**config.mk**
```make
export PLATFORM = sky130hd
export DESIGN_NAME = spi_slave_engine
export DESIGN_NICKNAME = d
export VERILOG_FILES = /design/src/rtl/spi_pkg.sv /design/src/rtl/spi_sync_edge.sv /design/src/rtl/spi_slave_engine.sv
export SDC_FILE = /design/constraint.sdc
export NUM_CORES = 1
export LEC_CHECK = 0
export CAP_MARGIN = 10
export CORE_ASPECT_RATIO = 1.25
export CORE_UTILIZATION = 25
export CTS_CLUSTER_SIZE = 24
export DETAILED_ROUTE_END_ITERATION = 8
export SLEW_MARGIN = 20
export SYNTH_ARGS = -nofsm -noshare
export SYNTH_HDL_FRONTEND = slang
export SYNTH_SLANG_ARGS = --single-unit
```
**constraint.sdc**
```tcl
create_clock -name i_clk -period 4.2 [get_ports i_clk]
set_input_delay 0.84 -clock i_clk [delete_from_list [all_inputs] [get_ports i_clk]]
set_output_delay 0.84 -clock i_clk [all_outputs]
set_load 0.01 [all_outputs]
```
**src/rtl/spi_pkg.sv**
```systemverilog
// Shared types and constants for the SPI slave engine.
// Mode encoding is {cpol, cpha}.
package spi_pkg;

  typedef enum logic [1:0] {
    ST_IDLE  = 2'd0,
    ST_LOAD  = 2'd1,
    ST_SHIFT = 2'd2
  } spi_state_e;

  localparam int SPI_DATA_W_DEF      = 8;
  localparam int SPI_SYNC_STAGES_DEF = 2;

  localparam logic [1:0] SPI_MODE_0 = 2'b00;
  localparam logic [1:0] SPI_MODE_1 = 2'b01;
  localparam logic [1:0] SPI_MODE_2 = 2'b10;
  localparam logic [1:0] SPI_MODE_3 = 2'b11;

endpackage

```
**src/rtl/spi_sync_edge.sv**
```systemverilog
// Multi-flop synchronizer for asynchronous pins plus rise/fall strobes.
// Only the low EDGE_W bits get edge detection; the upper bits are level-only.
module spi_sync_edge #(
  parameter int               WIDTH   = 1,
  parameter int               EDGE_W  = 1,
  parameter int               STAGES  = 2,
  parameter logic [WIDTH-1:0] RST_VAL = '0
) (
  input  logic              i_clk,
  input  logic              i_reset,
  input  logic [WIDTH-1:0]  i_async,
  output logic [WIDTH-1:0]  o_level,
  output logic [EDGE_W-1:0] o_rise,
  output logic [EDGE_W-1:0] o_fall
);

  logic [WIDTH-1:0]  r_sync [STAGES];
  logic [EDGE_W-1:0] r_prev;
  logic [EDGE_W-1:0] w_edge_level;

  always_ff @(posedge i_clk or posedge i_reset) begin
    if (i_reset) begin
      for (int i = 0; i < STAGES; i++) r_sync[i] <= RST_VAL;
      r_prev <= RST_VAL[EDGE_W-1:0];
    end else begin
      r_sync[0] <= i_async;
      for (int i = 1; i < STAGES; i++) r_sync[i] <= r_sync[i-1];
      r_prev <= r_sync[STAGES-1][EDGE_W-1:0];
    end
  end

  assign o_level      = r_sync[STAGES-1];
  assign w_edge_level = r_sync[STAGES-1][EDGE_W-1:0];
  assign o_rise       = w_edge_level & ~r_prev;
  assign o_fall       = ~w_edge_level & r_prev;

endmodule

```
**src/rtl/spi_slave_engine.sv**
```systemverilog
// SPI slave shifter: pins in, words out to the register/FIFO layer (full duplex, MSB first).
// Define SPI_SLAVE_MODE_SEL_EN to add i_cpol/i_cpha; without it the block is fixed at mode 0.
module spi_slave_engine
  import spi_pkg::*;
#(
  parameter int DATA_W      = SPI_DATA_W_DEF,
  parameter int SYNC_STAGES = SPI_SYNC_STAGES_DEF
) (
  input  logic              i_clk,
  input  logic              i_reset,
  input  logic              i_enable,
  input  logic              i_sck,
  input  logic              i_ss_n,
  input  logic              i_mosi,
  output logic              o_miso,
  output logic              o_miso_oe,
  input  logic [DATA_W-1:0] i_tx_data,
  input  logic              i_tx_valid,
  output logic              o_tx_ready,
  output logic [DATA_W-1:0] o_rx_data,
  output logic              o_rx_valid,
  output logic              o_tx_underrun,
  output logic              o_frame_abort
`ifdef SPI_SLAVE_MODE_SEL_EN
  ,
  input  logic              i_cpol,
  input  logic              i_cpha
`endif
);

  localparam int               CNT_W    = $clog2(DATA_W);
  localparam logic [CNT_W-1:0] LAST_BIT = CNT_W'(DATA_W - 1);

  spi_state_e        r_state, w_state_nxt;
  logic [CNT_W-1:0]  r_bit_cnt;
  logic [DATA_W-1:0] r_tx_shift, r_rx_shift, r_rx_data, r_hold, w_rx_next;
  logic              r_hold_full, r_first, r_rx_valid, r_underrun, r_abort;
  logic [2:0]        w_level;
  logic [1:0]        w_rise, w_fall, w_mode;
  logic              w_sck_level, w_ss_level, w_mosi, w_sck_edge, w_ss_rise, w_ss_fall;
  logic              w_cpol, w_cpha, w_lead, w_trail, w_active, w_sample, w_shift;
  logic              w_word_start, w_boundary, w_hold_msb, w_load, w_capture, w_last, w_abort;

  spi_sync_edge #(
    .WIDTH  (3),
    .EDGE_W (2),
    .STAGES (SYNC_STAGES),
    .RST_VAL(3'b010)
  ) u_sync (
    .i_clk  (i_clk),
    .i_reset(i_reset),
    .i_async({i_mosi, i_ss_n, i_sck}),
    .o_level(w_level),
    .o_rise (w_rise),
    .o_fall (w_fall)
  );

  assign w_sck_level = w_level[0];
  assign w_ss_level  = w_level[1];
  assign w_mosi      = w_level[2];
  assign w_sck_edge  = w_rise[0] | w_fall[0];
  assign w_ss_rise   = w_rise[1];
  assign w_ss_fall   = w_fall[1];

`ifdef SPI_SLAVE_MODE_SEL_EN
  logic [1:0] r_mode;
  // Mode is frozen for the whole frame at the moment the frame starts.
  always_ff @(posedge i_clk or posedge i_reset) begin
    if (i_reset) r_mode <= SPI_MODE_0;
    else if (r_state == ST_IDLE && w_ss_fall) r_mode <= {i_cpol, i_cpha};
  end
  assign w_mode = r_mode;
`else
  assign w_mode = SPI_MODE_0;
`endif

  assign w_cpol = w_mode[1];
  assign w_cpha = w_mode[0];

  assign w_lead       = w_sck_edge && (w_sck_level != w_cpol);
  assign w_trail      = w_sck_edge && (w_sck_level == w_cpol);
  assign w_active     = (r_state == ST_SHIFT) && !w_ss_rise;
  assign w_sample     = w_active && (w_cpha ? w_trail : w_lead);
  assign w_shift      = w_active && (w_cpha ? w_lead : w_trail);
  assign w_last       = (r_bit_cnt == LAST_BIT);
  assign w_rx_next    = {r_rx_shift[DATA_W-2:0], w_mosi};
  // A shift edge with the counter at zero starts a new word; in cpha=1 the
  // first such edge of a frame only presents the word LOAD already fetched.
  assign w_word_start = w_shift && (r_bit_cnt == '0);
  assign w_boundary   = w_word_start && !r_first;
  assign w_hold_msb   = w_word_start && r_first;
  assign w_load       = ((r_state == ST_LOAD) && !w_ss_rise) || w_boundary;
  assign w_capture    = i_tx_valid && !r_hold_full;
  assign w_abort      = w_ss_rise && (r_bit_cnt != '0);

  always_ff @(posedge i_clk or posedge i_reset) begin
    if (i_reset) r_state <= ST_IDLE;
    else         r_state <= w_state_nxt;
  end

  always_comb begin
    w_state_nxt = r_state;
    case (r_state)
      ST_IDLE:  if (w_ss_fall) w_state_nxt = ST_LOAD;
      ST_LOAD:  w_state_nxt = ST_SHIFT;
      ST_SHIFT: w_state_nxt = ST_SHIFT;
      default:  w_state_nxt = ST_IDLE;
    endcase
    if (w_ss_rise || !i_enable) w_state_nxt = ST_IDLE;
  end

  always_ff @(posedge i_clk or posedge i_reset) begin
    if (i_reset) begin
      r_bit_cnt  <= '0;
      r_rx_shift <= '0;
      r_rx_data  <= '0;
      r_rx_valid <= 1'b0;
      r_abort    <= 1'b0;
    end else if (!i_enable) begin
      r_bit_cnt  <= '0;
      r_rx_shift <= '0;
      r_rx_data  <= '0;
      r_rx_valid <= 1'b0;
      r_abort    <= 1'b0;
    end else begin
      r_rx_valid <= w_sample && w_last;
      r_abort    <= w_abort;
      if (w_ss_rise || r_state == ST_IDLE) begin
        r_bit_cnt <= '0;
      end else if (w_sample) begin
        r_rx_shift <= w_rx_next;
        if (w_last) begin
          r_rx_data <= w_rx_next;
          r_bit_cnt <= '0;
        end else begin
          r_bit_cnt <= r_bit_cnt + 1'b1;
        end
      end
    end
  end

  always_ff @(posedge i_clk or posedge i_reset) begin
    if (i_reset) begin
      r_tx_shift <= '0;
      r_first    <= 1'b0;
      r_underrun <= 1'b0;
    end else if (!i_enable) begin
      r_tx_shift <= '0;
      r_first    <= 1'b0;
      r_underrun <= 1'b0;
    end else begin
      r_underrun <= w_load && !r_hold_full;
      if (w_load)                    r_tx_shift <= r_hold_full ? r_hold : '0;
      else if (w_shift && !w_hold_msb) r_tx_shift <= {r_tx_shift[DATA_W-2:0], 1'b0};
      if (r_state == ST_LOAD) r_first <= 1'b1;
      else if (w_shift)       r_first <= 1'b0;
    end
  end

  // Capture only happens while empty, so a same-cycle load sends the old
  // (empty) contents and the newly written word stays in the holding register.
  always_ff @(posedge i_clk or posedge i_reset) begin
    if (i_reset) begin
      r_hold      <= '0;
      r_hold_full <= 1'b0;
    end else if (!i_enable) begin
      r_hold      <= '0;
      r_hold_full <= 1'b0;
    end else if (w_capture) begin
      r_hold      <= i_tx_data;
      r_hold_full <= 1'b1;
    end else if (w_load) begin
      r_hold_full <= 1'b0;
    end
  end

  assign o_miso        = r_tx_shift[DATA_W-1];
  assign o_miso_oe     = (r_state != ST_IDLE) && !w_ss_level;
  assign o_tx_ready    = !r_hold_full;
  assign o_rx_data     = r_rx_data;
  assign o_rx_valid    = r_rx_valid;
  assign o_tx_underrun = r_underrun;
  assign o_frame_abort = r_abort;

endmodule

```
# After elaboration in Yosys (flattened, before gate mapping)
# Cells that the tools add are included.
# word_totals
reg_bits	49
in_bits	15
out_inout_bits	14
# classes
addsub	1
eq_ne	12
mux	29
bitwise	6
n_reduce_logical	31
# op_table
op	count
8-bit 2-to-1 mux	10
7-bit 2-to-1 mux	3
1-bit logical AND	15
3-bit 2-to-1 mux	4
3-bit by 1-bit inequality test with 1-bit output, second input constant	4
1-bit 2-to-1 mux	9
1-bit logical NOT	6
2-bit by 1-bit inequality test with 1-bit output, second input constant	3
2-bit bitwise AND	2
2-bit 2-to-1 mux	2
2-bit inverter	2
2-bit one-hot mux with 2 select lines	1
3-bit by 1-bit adder with 3-bit output, second input constant	1
3-bit equality test, second input constant	1
3-bit logical NOT	1
1-bit logical OR	3
3-bit by 2-bit inequality test with 1-bit output, second input constant	1
3-bit AND reduction	1
3-bit nonzero test	1
2-bit by 1-bit equality test with 1-bit output, second input constant	1
2-bit equality test, second input constant	1
2-bit logical NOT	1
2-bit inequality test, second input constant	1
2-bit AND reduction	1
other kinds (4)	4

# Longest topological paths before layout
# Gate-level depths: netlist (run 1).
# logic_depth
depth_word	12
ltp_mapped	7
ltp_nobuf	6

# Hierarchy
# Synthesis (run 1) repeated with hierarchy kept, for this count alone.
# hier_totals
hier_cells	191
area_unflattened_um2	2134.5
# modules_own_cells
mod	instances	cells_each	area_each_um2
spi_slave_engine	1	175	1869.3
spi_sync_edge	1	16	265.3

# Worst setup path before layout (run 1)
# OpenSTA, ideal clock, no wires.
# synth_path
kind	register to output
start	reg r_state[0]
end	out o_miso_oe
arrival_ns	1.011
required_time_ns	3.360
setup_slack_ns	2.349
stages_incl_launch_ff	5
path_cell_list	dfrtp_1 -> inv_1 -> ha_1 -> clkbuf_1 -> nor2_1
# synth_between
elab_chain_len	2
# synth_lines
item	line	text
from (decl)	spi_slave_engine.sv:34	spi_state_e r_state, w_state_nxt;
from (signal assigned)	spi_slave_engine.sv:98	else r_state <= w_state_nxt;
2-bit nonzero test	spi_slave_engine.sv:178	assign o_miso_oe = (r_state != ST_IDLE) && !w_ss_level;
1-bit logical AND	spi_slave_engine.sv:178	
to (decl)	spi_slave_engine.sv:16	output logic o_miso_oe,
# Every way passes these cells.

# Final worst setup path (run 1)
# layout_path
start	reg r_state[1]
end	out o_miso_oe
# Same word-level chain as after synthesis.

==> run summary, run 1 <==
The top cell types in the final layout, fill and taps aside, are dfrtp_1, nand2_1, clkdlybuf4s50_1. The flow ran to the end, and the final reports show no timing, DRC or antenna violations. The worst-case IR drop observed on VDD is 114 uV.

The worst setup path is launched from a flip-flop. The maximum number of pins on one net before global-route repair is 50. The required arrival time at the worst endpoint came out at 3.36 ns.

After synthesis the cells add up to 2200 um^2. In this run the deepest clock path goes through 2 buffers. The worst hold path depth is 0. The logs give 4530 um for the post-detailed-routing wire length and 0 for the total number of yosys warnings. The detailed placement HPWL was 3030 um; the number of instances resized during post-cts repair was 0.

Max-cap violations in this run came to 0. In this run the most critical hold path is launched from u_sync.r_sync[3]. Summing internal, switching and leakage power gives 874 uW. In this run, CTS created clock tree buffers numbering 5.

In this run the static leakage power is 1.13 nW. Setup total negative slack on the finished layout was measured at 0 ns. The number of standard cells after synthesis was 211.

STA puts the critical path data arrival time at 1.81 ns. Before antenna repair, the detailed router went through 4 iterations. For this design the top-level I/O count stands at 29.

TritonCTS built the clock tree. The number of different library cells used by synthesis comes to 35. In this run the critical register-to-register path is launched from r_state[0].

The maximum clock skew at final layout is 0.00773 ns, and the total routing resource utilization after global routing is 10.8%. After detailed routing, the number of vias per cell comes to 4.52. In this run the worst path has a maximum fanout of 13. The critical path goes through inv_1, ha_1, nor2_1, clkdlybuf4s50_1.

The post-route fraction of the period consumed by the critical path was 63.0%; the sink count of the clock tree was 49. For this design, the CTS-stage hold fixing added 0 buffers. For the remaining design rule violation count, the log shows 0. On the worst path, the slowest cell contributes a delay of 0.50 ns. The run gives 1,625 as the via count of the first global-routing pass. The count of pins over their slew limit is 0. The share of the Yosys chip area taken by registers is 55.9%. The maximum frequency from static timing analysis is 378 MHz, and the per-cell routed wire length is 12.8 um.

Tracing the worst setup path back leads to its startpoint at r_state[1]. The routed layout has 1,596 vias. Horizontal extent of the die: 85.9 um.

The tools report the root buffer selected by CTS as clkbuf_8. The number of placement rows is 37, and the depth of the worst register-to-register path is 5. Die span in y: 107 um.

The global placement routability congestion is 0.743. A synthesized cell averages 10.4 um^2. The floorplan step defined a die boundary enclosing 9190 um^2. Dividing total power by cell area gives a power density of 326 nW/um^2. For the worst-skew pair, the clock arrives at the later sink with an insertion delay of 0.30 ns. Leaving out fill and tap cells, the most frequent cell in the layout is dfrtp_1. For this run the aggregate overflow at the end of global routing stands at 0. The final setup violation count was 0.

Number of nets with antenna violations after detailed routing: 0. The category of the most critical setup path is reg2out. The tools report the critical path capture point type as a primary output.

In this run the standard cell core region covers 8380 um^2. The number of nets in the synthesized netlist is 232. The wire length of the first global-routing pass was 7890 um; the diode insertion count for antenna repair was 0.

The worst pin sits at a relative slew slack of 41.9%. Setup repair after global routing left no endpoint under its margin. The number of failing hold endpoints at the final stage was 0.

The tools report the maximum level of the CTS H-tree as 2. The worst-margin pin slew is 0.870 ns. Input and output buffers added on the ports amount to 28.

The final layout contains 256 nets. Counting flops and latches in the post-synthesis netlist gives 49. For the buffers inserted during post-CTS setup optimization, the log shows 0. Relative to the synthesized area, the layout overhead comes to 21.6%.

After clock tree synthesis, the clock-pin slew on the worst setup and hold paths is 0.09 ns. For this configuration, the core starts out at a cell density of 26.3%. The worst hold path belongs to the class reg2reg. The fill cell total of the finished layout was 872; the fraction of layout cells with a size suffix above 1 was 7.20%.

After the first detailed-routing iteration, the DRC count stood at 103. Cell type of the slowest stage on the worst timing path: clkdlybuf4s50_1. The number of antenna violations at the first check in global routing is 0, and the clock period minus final worst setup slack is 2.65 ns.
kinds of logic (layout without fill, tap and decap cells):
kind of cell	Yosys count	in the layout	synth area share [%]
multiplexers	2	2	0.909
AO/OA/AOI/OAI	58	58	18.5
adder cells (fa/ha/maj)	6	6	3.41
buffers and inverters	19	44	3.41
AND/OR/NAND/NOR	77	77	18.0
flip-flops	49	49	55.9
stage by stage:
stage	hold WS, ns	setup slack, ns	util, %	instance area [um^2]	std cells
after floorplan	0.331	2.19	-	2200	211
final	0.355	1.55	32.0	2680	353
after detailed placement	0.336	1.89	30.9	2590	345
after global placement	0.334	1.92	30.9	2590	345
after global routing	0.373	1.37	32.0	2680	353
after CTS	0.359	1.52	32.0	2680	353
worst max-delay path: cells and delay by family (launching register included):
| family | cells | cell delay [ns] |
|---|---|---|
| and+or+nand+nor | 1 | 0.08 |
| DFF | 1 | 0.40 |
| adders and majority gates | 1 | 0.44 |
| buffers and inverters | 2 | 0.60 |
report_power, final:
part           switching, mW  internal (mW)
logic                 0.0538         0.0387
registers             0.0111          0.490
clock network          0.162          0.118
total                  0.227          0.647
layer usage:
metal  global-route usage (%)  share of wire (%)
met1                     14.0                 47
met3                     2.46                3.1
met4                     3.93                1.1
met5                        0                  0
met2                     17.5                 49
cell usage after synthesis, drive strengths merged:
cell	number	share of area [%]
nand2b	4	1.1
dfstp	3	3.6
a21oi	2	0.45
a21boi	16	5.5
ha	6	3.4
mux2i	2	0.91
o211a	1	0.45
a221oi	7	2.8
nand3b	1	0.34
nand2	37	6.3
or3	1	0.28
o21ai	26	5.9
and3b	1	0.40
a32oi	1	0.40
nand4	8	2.3
and2	3	0.85
and3	2	0.57
a211oi	2	0.91
inv	7	1.2
clkbuf	9	1.5
dfrtp	46	52
or2b	1	0.34
o41ai	1	1.3
nor4b	1	1.1
buf	3	0.68
o211ai	1	0.34
o2111a	1	0.51
or3b	1	0.40
nor2	12	2.0
nor2b	3	1.2
nand4bb	1	0.51
nor3	1	0.23
state kept, by name (all words and copies together) (netlist names), 2 cells and up:
name            flops
u_sync.r_sync       3
r_hold              8
o_rx_data           8
r_bit_cnt           3
r_state             2
u_sync.o_level      3
r_tx_shift          8
r_rx_shift          7
u_sync.r_prev       2
final timing paths:
path	endpoint	slack [ns]
worst max-delay path	o_miso_oe	1.55
worst min-delay path	u_sync.o_level[0]	0.36
worst max register to register	o_rx_data[1]	1.98
worst min register to register	u_sync.o_level[0]	0.36
max in group asynchronous	r_tx_shift[5]	2.68
min in group asynchronous	o_rx_data[0]	1.01
area by class of cell:
type	count	area (um^2)	share of cell area [%]
flip-flops and latches	49	1230	45.9
clock buffers	5	68.8	2.57
repair buffers	29	288	10.7
clock inverters	3	21.3	0.794
multi-input cells	143	897	33.5
inverters	7	27.5	1.03
well taps	117	146	5.46
No activity file was read; power rests on OpenSTA's default activity.
==> run 2: changes to the inputs <==
==> constraint.sdc (replaced) <==
create_clock -name i_clk -period 2.2 [get_ports i_clk]
set_input_delay 0.44 -clock i_clk [delete_from_list [all_inputs] [get_ports i_clk]]
set_output_delay 0.44 -clock i_clk [all_outputs]
set_load 0.01 [all_outputs]
==> run summary, run 2 (synthesized netlist as in run 1, its figures left out) <==
The run finished with clean final reports. The iteration-0 DRC count of the detailed router is 47 (was 103), and the worst ir drop on vdd is 222 uV (was 114 uV). The total power density per cell area works out to 654 nW/um^2 (was 326 nW/um^2). Count of input and output buffers: 28 (unchanged). The number of vias after detailed routing is 1,632 (was 1,596). The diode insertion count for antenna repair is 0 (unchanged). The fill cell total of the finished layout is 872 (unchanged), and the final-stage net count is 262 (was 256). The clock period minus final worst setup slack was 1.90 ns. For the via count of the first global-routing pass, the log shows 1,657 (was 1,625). The worst-margin pin slew works out to 0.616 ns (was 0.870 ns). The run gives 49 (unchanged) as the sink count of the clock tree. The tools report the leftover overflow at the end of global routing as 0 (unchanged).

The number of search-and-repair iterations in the first detailed-routing pass is 4 (unchanged), and the layout overhead on the synthesized area is 26.3% (was 21.6%). Cell area after placement: 2660 um^2 (was 2590 um^2). The final instance area was 2780 um^2 (was 2680 um^2).

The top fanout value on the critical path works out to 4 (was 13). The number of failing hold endpoints at the final stage was 0 (unchanged); the maximum level of the CTS H-tree was 2 (unchanged). Fraction of layout cells with a size suffix above 1: 9.50% (was 7.20%). The number of maximum-capacitance violations is 0 (unchanged). The placed cell count is 351 (was 345).

The run gives 8380 um^2 (unchanged) as the placeable core region. Kind of start point of the critical path: a flip-flop (unchanged). The maximum root-to-sink buffer count is 2 (unchanged), and the die span in y is 107 um (unchanged). Dividing the final minimum period by the clock period gives 86.5%. For the source-to-sink clock delay at the later pin of the worst-skew pair, the log shows 0.30 ns (about the same). The number of instances resized during post-cts repair was 0 (unchanged); the register clock-pin slew on the reported worst setup and hold paths was 0.09 ns (about the same). The most common cell after layout, fill and taps aside is dfrtp_1 (unchanged).

The area occupied by registers was 1230 um^2 (unchanged); the number of placement rows was 37 (unchanged). The run gives 359 (was 353) as the number of cells in the finished layout apart from fillers. The critical path capture point type was a primary output (unchanged). The global placement routability congestion was 0.757 (was 0.743). The tools report the number of buffers added by the clock tree synthesis step as 5 (unchanged). Root buffer selected by CTS: clkbuf_8 (unchanged). The logs give 33.2% (was 32.0%) for the core occupancy in the finished layout and 0 (unchanged) for the number of nets with antenna violations after detailed routing. The number of I/O pins was 29 (unchanged); the total leakage power was 1.20 nW (was 1.13 nW). The maximum frequency from static timing analysis is 526 MHz, and the setup TNS is 0 ns (unchanged). The horizontal extent of the die came out at 85.9 um (unchanged). Most frequent cells in the layout: dfrtp_1, nand2_1, clkdlybuf4s50_1 (unchanged).

The tools report the tightest slew margin relative to the limit as 58.8% (was 41.9%). The detailed placement HPWL came out at 3220 um (was 3030 um). The buffers inserted during post-CTS setup optimization is 0 (unchanged), and the post-detailed-routing wire length is 4580 um (was 4530 um).

The logs give 11.3% (was 10.8%) for the total routing resource utilization after global routing and 0.00689 ns (was 0.00773 ns) for the maximum clock skew at final layout. Setup repair after global routing left no endpoint under its margin. For the data arrival time of the worst path, the log shows 1.46 ns (was 1.81 ns). Average vias per placed instance: 4.55 (was 4.52). For the die footprint, the log shows 9190 um^2 (unchanged). For the combined area of the multi-input logic cells, the log shows 897 um^2 (unchanged).

TritonCTS built the clock tree. Category of the most critical setup path: reg2out (unchanged). The logs give 0 (unchanged) for the hold-fix buffer count after cts and 0.297 ns (was 1.55 ns) for the final setup slack of the worst path. The logs give 0 (unchanged) for the remaining design rule violation count and 8110 um (was 7890 um) for the wire length of the first global-routing pass. The tools report the maximum number of pins on one net before global-route repair as 48 (was 50). The path class of the lowest-slack min-delay path was reg2reg (unchanged). The per-cell routed wire length came out at 12.8 um (about the same). Final setup violation count: 0 (unchanged). The tools report the number of antenna violations at the first check in global routing as 0 (unchanged).

For the pre-CTS setup slack, the log shows 0.379 ns (was 1.89 ns). The starting utilization of the core area was 26.3% (unchanged); the required arrival time at the worst endpoint was 1.76 ns (was 3.36 ns). For the count of pins over their slew limit, the log shows 0 (unchanged).
## run 2: critical path, cell delays in order, from the launching register on
cell and delay (ns):
dfrtp_1 0.42, inv_1 0.18, clkdlybuf4s50_1 0.57
## run 2: layout make-up
class | instances | share of cell area (%)
clock buffers | 6 | 2.97
clock inverters | 2 | 1.35
inverters | 7 | 0.945
multi-input cells | 143 | 32.3
flip-flops and latches | 49 | 44.2
well taps | 117 | 5.27
repair buffers | 35 | 13.0
## run 2: worst paths after layout
path                                   from                 to  slack (ns)  cells past startpoint
setup / recovery                r_hold_full         o_tx_ready        0.30                      2
hold / removal             u_sync.r_sync[3]  u_sync.o_level[0]        0.36                      0
setup reg to reg                 r_state[0]      r_tx_shift[3]        0.36                      6
hold reg to reg            u_sync.r_sync[3]  u_sync.o_level[0]        0.36                      0
max in group asynchronous           i_reset   u_sync.r_sync[4]        1.24                      3
min in group asynchronous           i_reset       r_bit_cnt[0]        0.42                      2
## run 2: per-stage QoR
| step | hold slack (ns) | total power, mW |
|---|---|---|
| finish | 0.355 | 1.82 |
| detailed placement | 0.336 | 1.17 |
| global placement | 0.335 | 1.17 |
| floorplan | 0.331 | 1.08 |
| CTS | 0.360 | 1.85 |
| global route | 0.370 | 1.92 |
## run 2: routing by layer
metal  up-vias  part of all wire [%]  global-route usage [%]
met3         5                   3.3                    2.77
met5         -                     0                       0
li1        792                     -                       -
met4         0                   1.2                    3.21
met2        22                    49                    18.4
met1       813                    46                    14.7
## run 2: where the power goes
| group | switching [mW] | internal (mW) | leakage (nW) |
|---|---|---|---|
| Clock | 0.301 | 0.370 | 0.0574 |
| Sequential | 0.0224 | 0.935 | 0.654 |
| Combinational | 0.105 | 0.0856 | 0.488 |
| Total | 0.428 | 1.39 | 1.20 |
